File: config.mk
export PLATFORM = sky130hd
export DESIGN_NAME = aibcr3_txdrv_seq
export DESIGN_NICKNAME = d
export VERILOG_FILES = /design/src/rtl/aibcr3_txdrv_seq.sv
export SDC_FILE = /design/constraint.sdc
export NUM_CORES = 1
export LEC_CHECK = 0
export BUFFER_PORTS_ARGS = -buffer_cell sky130_fd_sc_hd__buf_2
export CORE_ASPECT_RATIO = 1.1
export CORE_MARGIN = 4
export CORE_UTILIZATION = 43
export DETAILED_ROUTE_END_ITERATION = 10
export PLACE_DENSITY = 0.66
export SLEW_MARGIN = 20
export SYNTH_ARGS = -nofsm -noshare
export SYNTH_HDL_FRONTEND = slang
export SYNTH_SLANG_ARGS = --single-unit
File: constraint.sdc
create_clock -name clk -period 2.4 [get_ports clk]
set_input_delay 0.36 -clock clk [delete_from_list [all_inputs] [get_ports clk]]
set_output_delay 0.36 -clock clk [all_outputs]
set_load 0.05 [all_outputs]
File: src/rtl/aibcr3_txdrv_seq.sv
// ---------------------------------------------------------------------------
// aibcr3_txdrv_seq
//
// Per-channel control sequencer for the AIB TX pad drivers. Each channel
// ramps its pull-up and pull-down drive-strength codes one step at a time
// when it is enabled, disabled or retargeted, so pad current never changes
// in a single jump. The tristate enable and the weak-pull enables are
// produced alongside the codes.
//
// Parameters
//   NCH      number of TX channels
//   DRVW     drive-code width per direction
//   STEP_CYC clock cycles between code steps
//
// Ports
//   clk             core clock
//   reset           synchronous, active-high reset
//   tx_en           [NCH]       per-channel driver enable request
//   pdrv_tgt        [NCH*DRVW]  target pull-up code, channel i at [i*DRVW +: DRVW]
//   ndrv_tgt        [NCH*DRVW]  target pull-down code, same packing
//   weak_mode       [NCH*2]     weak pull while OFF: 01 pulldown, 10 pullup, else none
//   pdrv_code       [NCH*DRVW]  registered pull-up drive code
//   ndrv_code       [NCH*DRVW]  registered pull-down drive code
//   tristateb       [NCH]       registered driver enable (1 = driving)
//   weak_pullupenb  [NCH]       registered weak pull-up enable, active low
//   weak_pulldownen [NCH]       registered weak pull-down enable, active high
//   drv_ready       [NCH]       channel ON and both codes equal live targets
// ---------------------------------------------------------------------------
module aibcr3_txdrv_seq #(
   parameter int NCH      = 4,
   parameter int DRVW     = 2,
   parameter int STEP_CYC = 4
) (
   input  logic                clk,
   input  logic                reset,
   input  logic [NCH-1:0]      tx_en,
   input  logic [NCH*DRVW-1:0] pdrv_tgt,
   input  logic [NCH*DRVW-1:0] ndrv_tgt,
   input  logic [NCH*2-1:0]    weak_mode,
   output logic [NCH*DRVW-1:0] pdrv_code,
   output logic [NCH*DRVW-1:0] ndrv_code,
   output logic [NCH-1:0]      tristateb,
   output logic [NCH-1:0]      weak_pullupenb,
   output logic [NCH-1:0]      weak_pulldownen,
   output logic [NCH-1:0]      drv_ready
);

   localparam int TW = (STEP_CYC > 1) ? $clog2(STEP_CYC) : 1;
   localparam logic [TW-1:0] RELOAD = TW'(STEP_CYC - 1);

   typedef enum logic [1:0] {
      S_OFF     = 2'd0,
      S_RAMP_UP = 2'd1,
      S_ON      = 2'd2,
      S_RAMP_DN = 2'd3
   } state_t;

   // One code step toward the target; holds once equal, so it never overshoots.
   function automatic logic [DRVW-1:0] step_toward(input logic [DRVW-1:0] cur,
                                                   input logic [DRVW-1:0] tgt);
      logic [DRVW-1:0] res;
      res = cur;
      if (cur < tgt)
         res = cur + DRVW'(1);
      else if (cur > tgt)
         res = cur - DRVW'(1);
      return res;
   endfunction

   // One code step toward zero; zero stays zero.
   function automatic logic [DRVW-1:0] step_down(input logic [DRVW-1:0] cur);
      logic [DRVW-1:0] res;
      res = cur;
      if (cur != '0)
         res = cur - DRVW'(1);
      return res;
   endfunction

   for (genvar g = 0; g < NCH; g++) begin : g_ch
      state_t          state, state_nxt;
      logic [TW-1:0]   timer, timer_nxt;
      logic [DRVW-1:0] pcode, pcode_nxt;
      logic [DRVW-1:0] ncode, ncode_nxt;
      logic            tri_q, tri_nxt;
      logic            pu_enb_q, pu_enb_nxt;
      logic            pd_en_q, pd_en_nxt;
      logic [DRVW-1:0] ptgt, ntgt;
      logic [1:0]      mode;
      logic            en;
      logic            tick;

      assign ptgt = pdrv_tgt[g*DRVW +: DRVW];
      assign ntgt = ndrv_tgt[g*DRVW +: DRVW];
      assign mode = weak_mode[g*2 +: 2];
      assign en   = tx_en[g];
      assign tick = (timer == '0);

      always_comb begin
         state_nxt = state;
         // Free-running step timer; every state change below reloads it.
         timer_nxt = tick ? RELOAD : (timer - TW'(1));
         pcode_nxt = pcode;
         ncode_nxt = ncode;

         case (state)
            S_OFF: begin
               timer_nxt = RELOAD;
               pcode_nxt = '0;
               ncode_nxt = '0;
               if (en)
                  state_nxt = S_RAMP_UP;
            end
            S_RAMP_UP: begin
               if (!en) begin
                  state_nxt = S_RAMP_DN;
                  timer_nxt = RELOAD;
               end else if (tick) begin
                  pcode_nxt = step_toward(pcode, ptgt);
                  ncode_nxt = step_toward(ncode, ntgt);
                  if ((pcode_nxt == ptgt) && (ncode_nxt == ntgt))
                     state_nxt = S_ON;
               end
            end
            S_ON: begin
               if (!en) begin
                  state_nxt = S_RAMP_DN;
                  timer_nxt = RELOAD;
               end else if (tick) begin
                  pcode_nxt = step_toward(pcode, ptgt);
                  ncode_nxt = step_toward(ncode, ntgt);
               end
            end
            S_RAMP_DN: begin
               // Reversal keeps the current codes and ramps up from there.
               if (en) begin
                  state_nxt = S_RAMP_UP;
                  timer_nxt = RELOAD;
               end else if (tick) begin
                  pcode_nxt = step_down(pcode);
                  ncode_nxt = step_down(ncode);
                  if ((pcode_nxt == '0) && (ncode_nxt == '0))
                     state_nxt = S_OFF;
               end
            end
            default: begin
               state_nxt = S_OFF;
               timer_nxt = RELOAD;
               pcode_nxt = '0;
               ncode_nxt = '0;
            end
         endcase

         // Pad controls are registered from the next state so they switch on
         // the same edge as the state itself.
         tri_nxt    = (state_nxt != S_OFF);
         pu_enb_nxt = 1'b1;
         pd_en_nxt  = 1'b0;
         if (state_nxt == S_OFF) begin
            pu_enb_nxt = (mode != 2'b10);
            pd_en_nxt  = (mode == 2'b01);
         end
      end

      always_ff @(posedge clk) begin
         if (reset) begin
            state    <= S_OFF;
            timer    <= RELOAD;
            pcode    <= '0;
            ncode    <= '0;
            tri_q    <= 1'b0;
            pu_enb_q <= 1'b1;
            pd_en_q  <= 1'b0;
         end else begin
            state    <= state_nxt;
            timer    <= timer_nxt;
            pcode    <= pcode_nxt;
            ncode    <= ncode_nxt;
            tri_q    <= tri_nxt;
            pu_enb_q <= pu_enb_nxt;
            pd_en_q  <= pd_en_nxt;
         end
      end

      assign pdrv_code[g*DRVW +: DRVW] = pcode;
      assign ndrv_code[g*DRVW +: DRVW] = ncode;
      assign tristateb[g]              = tri_q;
      assign weak_pullupenb[g]         = pu_enb_q;
      assign weak_pulldownen[g]        = pd_en_q;
      assign drv_ready[g] = (state == S_ON) && (pcode == ptgt) && (ncode == ntgt);
   end

endmodule

After elaboration in Yosys (flattened, before gate mapping)

Cells that the tools add are included.
Widths: inputs -> output; s select.

Output and inout port bits: 32
Word-level logic and storage cells: 352
Input bits: 30
Register bits after elaboration: 44

Magnitude comparators: 16
Bitwise operators: 4
$add $sub $neg: 20
Reductions and logical operators: 60
Multiplexer cells: 164
Equal/unequal tests: 60

Operators by type and width:

| operator            | number |
|---|---|
| $mux 2              | 148 |
| $pmux 2 s4          | 12 |
| $ne 2x2->1 const B  | 28 |
| $logic_not 2->1     | 20 |
| $eq 2x2->1          | 16 |
| $pmux 2 s3          | 4 |
| $reduce_and 6->1    | 4 |
| $reduce_bool 2->1   | 12 |
| $sub 2x1->2 const B | 12 |
| $add 2x1->2 const B | 8 |
| $eq 2x1->1 const B  | 8 |
| $eq 2x2->1 const B  | 8 |
| $gt 2x2->1          | 8 |
| $logic_and 1x1->1   | 16 |
| $lt 2x2->1          | 8 |
| $reduce_or 2->1     | 8 |
| $not 1->1           | 4 |

Depth between registers and ports, before layout

Gate-level depths: netlist (run 1).

Word-level depth: 15
Gate-level depth with buffers: 8
Mapped depth without buffers: 8

Worst setup path after synthesis (run 1)

Ideal clock, no wire load.

Kind: flip-flop to flip-flop
Start point: register g_ch[3].pcode[0]
End point: register g_ch[3].pd_en_q
Stages on the path, launching flop included: 8
Period minus slack after synthesis: 2,605 ps
Path buffers: 0
Path slack: -205 ps
Arrival time: 2,489 ps
Setup time: 116 ps
Data required time: 2,284 ps
Cell sequence: dfxtp_1 inv_1 ha_1 o32ai_1 a21oi_2 xnor2_1 or4_4 and4_1

Longest elaborated chain between the ends: 15
Elaborated cells between the ends (all ways): 28
Those cells by class: add/sub (2); order compare (2); eq/ne (1); mux (16); bitwise (1); reduce/logical (6)

Ends and longest elaborated chain:

| element                                   | line       | RTL |
|---|---|---|
| start: declaration                        | 82         | `logic [DRVW-1:0] pcode, pcode_nxt;` |
| start signal: assignment                  | 176        | `pcode <= pcode_nxt;` |
| $sub 2x1->2 or $gt 2x2->1 (tied branches) | 66, 75, 65 |  |
| $mux 2                                    | 65         | `else if (cur > tgt)` |
| $mux 2                                    | 63         | `if (cur < tgt)` |
| $mux 2                                    | 117        | `end else if (tick) begin` |
| $mux 2                                    | 114        | `if (!en) begin` |
| $mux 2                                    | 105        | `case (state)` |
| $eq 2x2->1                                | 120        | `if ((pcode_nxt == ptgt) && (ncode_nxt == ntgt))` |
| $logic_and 1x1->1                         | 120        |  |
| $mux 2                                    | 120        |  |
| $mux 2                                    | 117        |  |
| $mux 2                                    | 114        |  |
| $pmux 2 s4 (*)                            | 105        |  |
| $logic_not 2->1 (*)                       | 158        | `if (state_nxt == S_OFF) begin` |
| $not 1->1 (no line) (*)                   | --         |  |
| $reduce_or 2->1 (no line) (*)             | --         |  |
| end signal: assignment                    | 180        | `pd_en_q <= pd_en_nxt;` |
| end: declaration                          | 86         | `logic pd_en_q, pd_en_nxt;` |

Mark *: on every way between the ends. The rest lies on a longest branch, timed or not. The select of a mux whose other input is x is not followed.
A chain may end at the register's enable or synchronous reset.

Worst setup path in the final report (run 1)

Start point: register g_ch[0].pcode[1]
End point: register g_ch[0].state[1]

Longest elaborated chain between the ends: 12
Elaborated cells between the ends (all ways): 25
Those cells by class: add/sub (2); order compare (2); eq/ne (1); mux (16); reduce/logical (4)

Ends and longest elaborated chain:

| element                                   | line       | RTL |
|---|---|---|
| start: declaration                        | 82         |  |
| start signal: assignment                  | 176        |  |
| $sub 2x1->2 or $gt 2x2->1 (tied branches) | 66, 75, 65 |  |
| $mux 2                                    | --         |  |
| $mux 2                                    | 63         |  |
| $mux 2                                    | --         |  |
| $mux 2                                    | 114        |  |
| $mux 2                                    | 105        |  |
| $eq 2x2->1                                | 120        |  |
| $logic_and 1x1->1                         | 120        |  |
| $mux 2                                    | 120        |  |
| $mux 2                                    | 117        |  |
| $mux 2                                    | 114        |  |
| $pmux 2 s4 (*)                            | 105        |  |
| end signal: assignment                    | 174        | `state <= state_nxt;` |
| end: declaration                          | 80         | `state_t state, state_nxt;` |

Marks and branches as above.

==> results.md, run 1 <==
- Status: finished, final reports clean
- Number of max-cap violations: 0
- GP Congestion: 0.8285
- P_sw: 0.9000 mW
- Pwr Density: 504.9 mW/mm^2
- Clock transition at the registers of the reported paths: 0.10 ns
- Post-synth EDFFs: 0
- Total CTS buffers: 5
- CORE AREA: 0.009009 mm^2
- Initial drt markers: 94
- Post-Synthesis Cells: 502
- Vias in the first global route: 3589
- Top_reg_cell synth: dfxtp_1
- Final design utilization: 50.92%
- Gr usage total: 16.80%
- Clk sinks: 44
- Port-buffer cells: 61
- Critical Path Sink: g_ch[0].state[1]$_SDFF_PP0_
- Unrepaired setup endpoints after global routing: true
- YS warnings: 0
- First-pass GRT wire length: 15.56 mm
- Largest net degree at the start of global routing: 44
- Max Clk Rate: 0.4334 GHz
- # rows: 36
- CP Launch Type: register
- Pin slew with the least headroom to its limit: 0.8417 ns
- Flops & latches, synth: 44
- CP max-delay cell: or4_1
- Int Pwr: 1.416 mW
- Die H: 109.8 um
- Synth top cells by count: nor2_1, ha_1, dfxtp_1, inv_1, a21oi_1
- Antenna cells: 0
- Drt first pass iters: 4
- Sequential share of power: 36.3%
- Crit-path max FO: 8
- H-tree depth: 2
- Worst Hold Path Cells: 2
- WP data required: 2.60 ns
- Clock tree buffer depth: 2
- Sw frac: 38.86%
- Sequential area share after synthesis: 21.76%
- DR vias: 3686
- Levels on crit path: 6
- Finish-stage setup viols: 0
- Antenna viol nets, final: 0
- Chip width: 100.5 um
- # hold bufs at CTS: 0
- Clk pwr share: 21.9%
- Area delta synth->final: 13.29%
- Worst reg2reg startpoint: g_ch[0].pcode[1]$_SDFFE_PP0P_
- Ranking of synthesized cells by area: dfxtp_1, ha_1, nor2_1, inv_1, a21oi_1
- Syn Nets: 584
- Leakage: 2.096 nW
- Critical R2R Capture: g_ch[0].state[1]$_SDFF_PP0_
- Crit end category: register
- # IOs: 62
- Initial Util: 44.94%
- Slew headroom: 43.89%
- Worst Setup Path Type: register to register
- Grt total ovfl: 0
- Most frequent cell after synthesis: nor2_1
- Max Slew Vio Count: 0
- Latest clock arrival within the worst-skew pair: 0.30 ns
- Register-to-register setup slack: 0.09 ns
- Top cell type's share of synthesized area: 21.76%
- Minimum clock period: 2.307 ns
- Area leader, netlist: dfxtp_1
- Asr flop ratio synth: 0%
- Initial antenna violation count: 2
- Clk root buf: clkbuf_8
- Nets@finish: 636
- Reg2reg path depth: 6
- Clock Skews: 0.02281 ns
- Worst path bufs/invs: 0
- VDD IR max: 0.0002085 V
- Synthesized area per cell: 8.066 um^2
- Synthesized area: 0.004049 mm^2
- Die ar.: 0.01103 mm^2
- Synth unique cells: 71
- Crit-path cells: ha_1 -> or2_1 -> a311oi_1 -> nor4_2 -> or4_1 -> a221oi_2
- Final wirelength: 9.189 mm
- Final period utilization: 96.14%
- Layout cells sized above 1: 18.92%
- Avg WL per Cell: 13.74 um
- Power Total: 2.316 mW
- Origin of the worst setup path: g_ch[0].pcode[1]$_SDFFE_PP0P_
- Comb pwr share: 41.9%
- CTS tree: yes
- Crit-path leading delay family: simple AND/OR/NAND/NOR gates
- Fin. Hold Viols: 0
- Arr. time, crit path: 2.51 ns
- Crit path largest cell delay: 0.54 ns
- HPWL Detailed: 7.060 mm
- Hold Crit Class: primary input to register
- Drt drc: 0
- Vias/cell: 5.510
[power by group through the flow]
stage | Clock [mW] | Combinational (mW) | Sequential (mW)
2_1_floorplan | 0 | 0.730 | 0.885
3_3_place_gp | 0 | 0.923 | 0.855
3_5_place_dp | 0 | 0.945 | 0.856
4_1_cts | 0.524 | 0.951 | 0.840
5_1_grt | 0.559 | 1.08 | 0.848
6_report | 0.506 | 0.970 | 0.840
[registers in the layout, indices dropped and copies added, names as in the netlist]
| signal | flops |
|---|---|
| g_ch.ncode | 8 |
| g_ch.pcode | 8 |
| g_ch.tri_q | 4 |
| g_ch.pd_en_q | 4 |
| g_ch.timer | 8 |
| g_ch.state | 8 |
| g_ch.pu_enb_q | 4 |
[placed cells by master (no fill, tap or decap), types with 5 or more instances in the layout]
cell / count
a31oi_1: 8
nand2_1: 27
or3_1: 11
nor3_1: 6
a2bb2oi_1: 5
dfxtp_1: 34
nor4_1: 5
xnor2_1: 16
dfxtp_2: 9
a22o_1: 10
xnor3_1: 5
buf_2: 61
clkbuf_8: 6
a21oi_1: 30
nor2b_1: 9
o21ai_0: 11
ha_1: 52
buf_4: 9
nor2_1: 55
a22oi_1: 18
nand2b_1: 20
inv_1: 44
nand3_1: 12
[area by class of cell]
class,instances,area (um^2)
inverters,45,168.9
repair buffers,70,372.9
multi-input cells,388,2909
fillers,906,4422
flip-flops and latches,44,895.9
clock inverters,2,15.01
well taps,114,142.6
clock buffers,6,82.58
[per-layer routing]
metal / routed length, um / part of all wire, % / global-route usage [%]
met5: 34 / 0.37 / 0
met4: 122 / 1.3 / 4.427
met3: 392 / 4.3 / 3.553
met2: 4357 / 47 / 29.73
met1: 4280 / 47 / 20.63
[stage by stage]
step	cells	worst slack [ns]	hold WS, ns	setup TNS [ns]	instance area (um^2)
after global placement	661	0.006563	0.5255	0	4437
after floorplan	502	-0.03129	0.4318	-0.03129	4060
final	669	0.09264	0.2373	0	4587
after global routing	669	-0.05222	0.2361	-0.09199	4587
after detailed placement	661	-0.06626	0.5389	-0.1096	4437
after CTS	669	0.05847	0.2277	0	4541
[worst min-delay path by stage]
| stage | startpoint | to | slack, ns |
|---|---|---|---|
| 2_1_floorplan | weak_mode[1] | g_ch[0].pu_enb_q$_SDFF_PP1_ | 0.43 |
| 3_3_place_gp | g_ch[1].timer[0]$_SDFF_PP1_ | g_ch[1].timer[0]$_SDFF_PP1_ | 0.53 |
| 3_5_place_dp | g_ch[3].timer[0]$_SDFF_PP1_ | g_ch[3].timer[0]$_SDFF_PP1_ | 0.54 |
| 4_1_cts | weak_mode[3] | g_ch[1].pu_enb_q$_SDFF_PP1_ | 0.23 |
| 5_1_grt | weak_mode[3] | g_ch[1].pu_enb_q$_SDFF_PP1_ | 0.24 |
| 6_report | weak_mode[3] | g_ch[1].pu_enb_q$_SDFF_PP1_ | 0.24 |
[cells by family (layout without fill, tap and decap cells)]
kind of cell,count (synthesis),count (layout),synth area share (%)
adders and majority gates,52,52,16.07
xor gates and xnor gates,24,24,6.891
muxes,3,3,0.7726
buffers and inverters,70,123,7.602
and+or+nand+nor,179,179,23.52
AOI/OAI and AO/OA,130,130,23.39
DFF,44,44,21.76
[repair_timing]
| item | 4_1_cts | 5_1_grt |
|---|---|---|
| setup endpoints to repair | 1 | 10 |
| buffers inserted | 0 | 0 |
| resized for setup | 1 | 9 |
| gates cloned | 0 | 0 |
No activity file was read; power rests on OpenSTA's default activity.
==> run 2, diff against run 1 <==
--- a/config.mk
+++ b/config.mk
@@ -5,8 +5,9 @@
 export SDC_FILE = /design/constraint.sdc
 export NUM_CORES = 1
 export LEC_CHECK = 0
+export ABC_AREA = 1
 export BUFFER_PORTS_ARGS = -buffer_cell sky130_fd_sc_hd__buf_2
-export CORE_ASPECT_RATIO = 1.1
+export CORE_ASPECT_RATIO = 0.5
 export CORE_MARGIN = 4
 export CORE_UTILIZATION = 43
 export DETAILED_ROUTE_END_ITERATION = 10
==> results.md, run 2 <==
- Drt drc: 0
- Final wirelength: 8.430 mm
- Arr. time, crit path: 2.22 ns
- CORE AREA: 0.008738 mm^2
- Clock Skews: 0.005902 ns
- First-pass GRT wire length: 14.25 mm
- Antenna viol nets, final: 0
- Clock transition at the registers of the reported paths: 0.06 ns
- DR vias: 3795
- Crit-path leading delay family: simple AND/OR/NAND/NOR gates
- Top_reg_cell synth: dfxtp_1
- FILL cells: 919
- Commonest non-fill, non-tap cell in the layout: nand2_1
- Status: finished, final reports clean
- CTS tree: yes
- Finish-stage setup viols: 0
- Synth top cells by count: nand2_1, inv_1, ha_1, nand3_1, nor2_1
- HPWL Detailed: 6.708 mm
- Placed cell count: 765
- Die H: 75.06 um
- Gr usage total: 15.69%
- Avg WL per Cell: 10.92 um
- Number of max-cap violations: 0
- Initial antenna violation count: 0
- Layout cells sized above 1: 17.25%
- Total CTS buffers: 5
- Crit end category: register
- Post-Synthesis Cells: 605
- Port-buffer cells: 61
- Synthesized area per cell: 6.392 um^2
- Post-synth EDFFs: 0
- H-tree depth: 2
- Pwr Density: 1137 mW/mm^2
- Final period utilization: 83.48%
- Unrepaired setup endpoints after global routing: false
- Hold Crit Class: primary input to register
- Antenna cells: 0
- Max Slew Vio Count: 0
- Multi-input gate area: 0.002500 mm^2
- Drt first pass iters: 5
- Latest clock arrival within the worst-skew pair: 0.28 ns
- Synthesized area: 0.003867 mm^2
- Area leader, netlist: dfxtp_1
- Most frequent cell after synthesis: nand2_1
- CP Launch Type: register
- Syn Nets: 687
- Chip width: 142.1 um
- YS warnings: 0
- Resized Gates After CTS: 0
- Max Clk Rate: 0.4991 GHz
- Synth unique cells: 28
- Crit-path cells: inv_1 -> ha_1 -> nand2_1 -> nand2_1 -> nand3_1 -> nand2_1 -> o21ai_0 -> nor2_1 -> nand2_1 -> nand2_1 -> nand2_1 -> nand2_1 -> nand2_1 -> nand3_1 -> nor2_1
- Final setup TNS: 0 ns
- Fin. Hold Viols: 0
- Asr flop ratio synth: 0%
- Pin slew with the least headroom to its limit: 0.3954 ns
- Sequential area share after synthesis: 22.78%
- Post-Layout Cell Count: 772
- Initial Util: 44.26%
- Die ar.: 0.01067 mm^2
- Vias in the first global route: 3346
- WP data required: 2.62 ns
- Postcts setup bufs: 0
- Most frequent cells in the layout: nand2_1, inv_1, buf_2, nand3_1, ha_1
- Largest net degree at the start of global routing: 20
- VDD IR max: 0.0003966 V
- Clk root buf: clkbuf_16
- Flops & latches, synth: 44
- # IOs: 62
- Leakage: 2.252 nW
- Clock tree buffer depth: 2
- Nets@finish: 737
- Slew headroom: 73.64%
- Top cell type's share of synthesized area: 22.78%
- # rows: 24
- Worst Setup Path Type: register to register
- Crit path largest cell delay: 0.41 ns
- # hold bufs at CTS: 0
- CP max-delay cell: dfxtp_1
- CP most frequent cell: nand2_1
- FF/Latch Area: 880.8 um^2
- Area delta synth->final: 12.36%
- Grt total ovfl: 0
- Initial drt markers: 248
- Crit-path max FO: 5
- Ranking of synthesized cells by area: dfxtp_1, ha_1, nand2_1, inv_1, nand3_1
- GP Congestion: 0.9127
- Minimum clock period: 2.003 ns
- Clk sinks: 44
- Vias/cell: 4.916
- Worst path bufs/invs: 1
## run 2: path summary, 6_finish.rpt
kind	start	to	slack [ns]	depth (start not counted)
setup / recovery	g_ch[2].ncode[0]$_SDFFE_PP0P_	g_ch[2].pd_en_q$_SDFF_PP0_	0.40	15
hold / removal	weak_mode[0]	g_ch[0].pu_enb_q$_SDFF_PP1_	0.31	3
setup reg to reg	g_ch[2].ncode[0]$_SDFFE_PP0P_	g_ch[2].pd_en_q$_SDFF_PP0_	0.40	15
hold reg to reg	g_ch[2].pcode[0]$_SDFFE_PP0P_	g_ch[2].pcode[0]$_SDFFE_PP0P_	0.52	2
## run 2: layout make-up
| cell class | instances | share of cell area, % |
|---|---|---|
| repair buffers | 63 | 7.371 |
| multi-input cells | 444 | 57.53 |
| flip-flops and latches | 44 | 20.27 |
| well taps | 117 | 3.369 |
| inverters | 97 | 8.379 |
| clock inverters | 1 | 0.1152 |
| clock buffers | 6 | 2.966 |
## run 2: metrics by stage
step | hold WS (ns) | setup WS, ns | util, % | power (mW) | cell area (um^2)
finish | 0.3065 | 0.3966 | 49.73 | 4.941 | 4345
global route | 0.3186 | 0.1459 | 49.73 | 5.434 | 4345
CTS | 0.2990 | 0.3778 | 49.73 | 4.963 | 4345
detailed placement | 0.5190 | 0.3844 | 48.20 | 4.293 | 4212
global placement | 0.5143 | 0.4037 | 48.20 | 4.282 | 4212
floorplan | 0.4748 | 0.1101 | - | 3.714 | 3872
## run 2: cell families after synthesis
group / synth area share (%)
adder cells (fa/ha/maj): 16.82
XOR/XNOR: 0.2265
buffers and inverters: 12.71
AND/OR/NAND/NOR: 35.49
AO/OA/AOI/OAI: 11.97
flip-flops: 22.78
## run 2: power by group
part,internal (mW),switching [mW]
Clock,0.378,0.268
Combinational,1.02,2.10
Sequential,0.977,0.197
Total,2.37,2.57
## run 2: worst min-delay path: stages
cell	delay, ns
buf_2	0.09
nor2_1	0.04
nand4_1	0.07
## run 2: layer usage
metal / vias to the layer above / track usage (%) / part of all wire (%)
met2: 86 / 26.21 / 43
met1: 1674 / 21.97 / 52
met5: - / 0 / 0
li1: 2033 / - / -
met3: 2 / 2.284 / 4.9
met4: 0 / 2.979 / 0.39
==> run 3, diff against run 2 <==
--- a/config.mk
+++ b/config.mk
@@ -5,13 +5,13 @@
 export SDC_FILE = /design/constraint.sdc
 export NUM_CORES = 1
 export LEC_CHECK = 0
-export ABC_AREA = 1
+export ABC_AREA = 0
 export BUFFER_PORTS_ARGS = -buffer_cell sky130_fd_sc_hd__buf_2
 export CORE_ASPECT_RATIO = 0.5
 export CORE_MARGIN = 4
 export CORE_UTILIZATION = 43
 export DETAILED_ROUTE_END_ITERATION = 10
-export PLACE_DENSITY = 0.66
+export PLACE_DENSITY = 0.69
 export SLEW_MARGIN = 20
 export SYNTH_ARGS = -nofsm -noshare
 export SYNTH_HDL_FRONTEND = slang
==> constraint.sdc (replaced) <==
create_clock -name clk -period 1.7 [get_ports clk]
set_input_delay 0.255 -clock clk [delete_from_list [all_inputs] [get_ports clk]]
set_output_delay 0.255 -clock clk [all_outputs]
set_load 0.05 [all_outputs]
==> results.md, run 3 (synthesized netlist as in run 1, its figures left out) <==
- GP Congestion: 0.8505
- Avg WL per Cell: 15.48 um
- Pin slew with the least headroom to its limit: 0.6965 ns
- Total CTS buffers: 5
- Layout cells sized above 1: 54.60%
- Die ar.: 0.01113 mm^2
- Unrepaired setup endpoints after global routing: true
- Clk root buf: clkbuf_16
- Port-buffer cells: 61
- Latest clock arrival within the worst-skew pair: 0.28 ns
- Chip width: 145.2 um
- Max Clk Rate: 0.4658 GHz
- VDD IR max: 0.0005246 V
- Area delta synth->final: 67.55%
- # rows: 24
- Hold Crit Class: primary input to register
- WHS: 0.1721 ns
- Final wirelength: 12.59 mm
- Number of max-cap violations: 0
- Sw frac: 36.27%
- Status: complete, but fails checks
- P_sw: 1.630 mW
- Antenna viol nets, final: 0
- Clk pwr share: 24.7%
- CTS tree: yes
- Commonest non-fill, non-tap cell in the layout: buf_4
- DR vias: 4422
- Clock transition at the registers of the reported paths: 0.07 ns
- Drt first pass iters: 4
- Slew headroom: 53.57%
- Leakage: 3.029 nW
- Finish-stage setup viols: 30
- Pwr Density: 662.6 mW/mm^2
- First-pass GRT wire length: 20.33 mm
- Most frequent cells in the layout: buf_4, buf_2, nor2_1, inv_1, ha_4
- Die H: 76.62 um
- Final setup TNS: -8.028 ns
- Largest net degree at the start of global routing: 36
- Int Pwr: 2.865 mW
- CORE AREA: 0.008949 mm^2
- Final period utilization: 126.3%
- Max Slew Vio Count: 0
- Initial Util: 45.25%
- Comb pwr share: 49.3%
- Clk sinks: 44
- Arr. time, crit path: 2.33 ns
- Clock tree buffer depth: 2
- Initial drt markers: 195
- CP Launch Type: register
- Clock Skews: 0.003407 ns
- Vias in the first global route: 4338
- Violated checks: negative setup slack
- Nets@finish: 777
- Vias/cell: 5.439
- HPWL Detailed: 8.311 mm
- Placed cell count: 781
- Register-to-register setup slack: -0.45 ns
- Post-Layout Cell Count: 813
- WP data required: 1.88 ns
- Antenna cells: 0
- Fin. Hold Viols: 0
- Initial antenna violation count: 0
- # IOs: 62
- H-tree depth: 2
- Gr usage total: 21.06%
- Drt drc: 0
- Worst Setup Path Type: register to register
- Crit-path max FO: 4
- Setup WS post-layout: -0.4468 ns
- Crit end category: register
- Minimum clock period: 2.147 ns
- Sequential share of power: 26.0%
- Grt total ovfl: 0
[run 3: area by class of cell]
class | instances | area [um^2]
inverter | 45 | 186.4
fill | 596 | 2165
tap | 117 | 146.4
timing repair buffer | 211 | 1540
clock buffer | 5 | 125.1
clock inverter | 3 | 42.54
multi-input combinational | 388 | 3792
sequential | 44 | 950.9
[run 3: timing repair]
action,CTS,global route
endpoints found under the setup margin,36,43
resized for setup,102,72
buffers inserted,19,15
hold buffers,0,0
pin swaps,54,54
[run 3: worst max-delay path, cell delays in order, from the launching register on]
cell and delay, ns:
dfxtp_4 0.36, inv_4 0.04, ha_4 0.27, nand3_1 0.14, a311oi_2 0.38, nor4b_4 0.10, nor4_4 0.41, a211oi_4 0.12
and4bb_1 0.21
[run 3: through the flow]
stage | util [%] | worst slack [ns] | power (mW) | cell area (um^2)
2_1_floorplan | - | -0.4356 | 2.334 | 4368
3_3_place_gp | 62.88 | -0.5379 | 2.905 | 5627
3_5_place_dp | 62.88 | -0.5838 | 2.943 | 5627
4_1_cts | 71.50 | -0.4185 | 4.286 | 6399
5_1_grt | 75.81 | -0.5447 | 4.738 | 6784
6_report | 75.81 | -0.4468 | 4.495 | 6784
[run 3: worst paths after layout]
kind                                                    start                             to  cells past startpoint
worst max register to register  g_ch[0].ncode[0]$_SDFFE_PP0P_     g_ch[0].pd_en_q$_SDFF_PP0_                      8
worst min register to register  g_ch[1].pcode[0]$_SDFFE_PP0P_  g_ch[1].pcode[0]$_SDFFE_PP0P_                      2
worst min-delay path                             weak_mode[1]    g_ch[0].pu_enb_q$_SDFF_PP1_                      2
worst max-delay path            g_ch[0].ncode[0]$_SDFFE_PP0P_     g_ch[0].pd_en_q$_SDFF_PP0_                      8
[run 3: power groups by stage]
stage,Sequential [mW],Combinational [mW],Clock (mW)
6_report,1.17,2.21,1.11
5_1_grt,1.18,2.38,1.18
4_1_cts,1.17,1.99,1.13
3_5_place_dp,1.18,1.76,0
3_3_place_gp,1.18,1.72,0
2_1_floorplan,1.24,1.10,0
[run 3: layer usage]
metal | GRT usage, % | wire (um) | vias to the layer above
li1 | - | - | 2205
met2 | 38.53 | 6305 | 103
met3 | 2.317 | 395 | 14
met1 | 27.26 | 5749 | 2100
met4 | 3.314 | 135 | 0
met5 | 0 | 0 | -
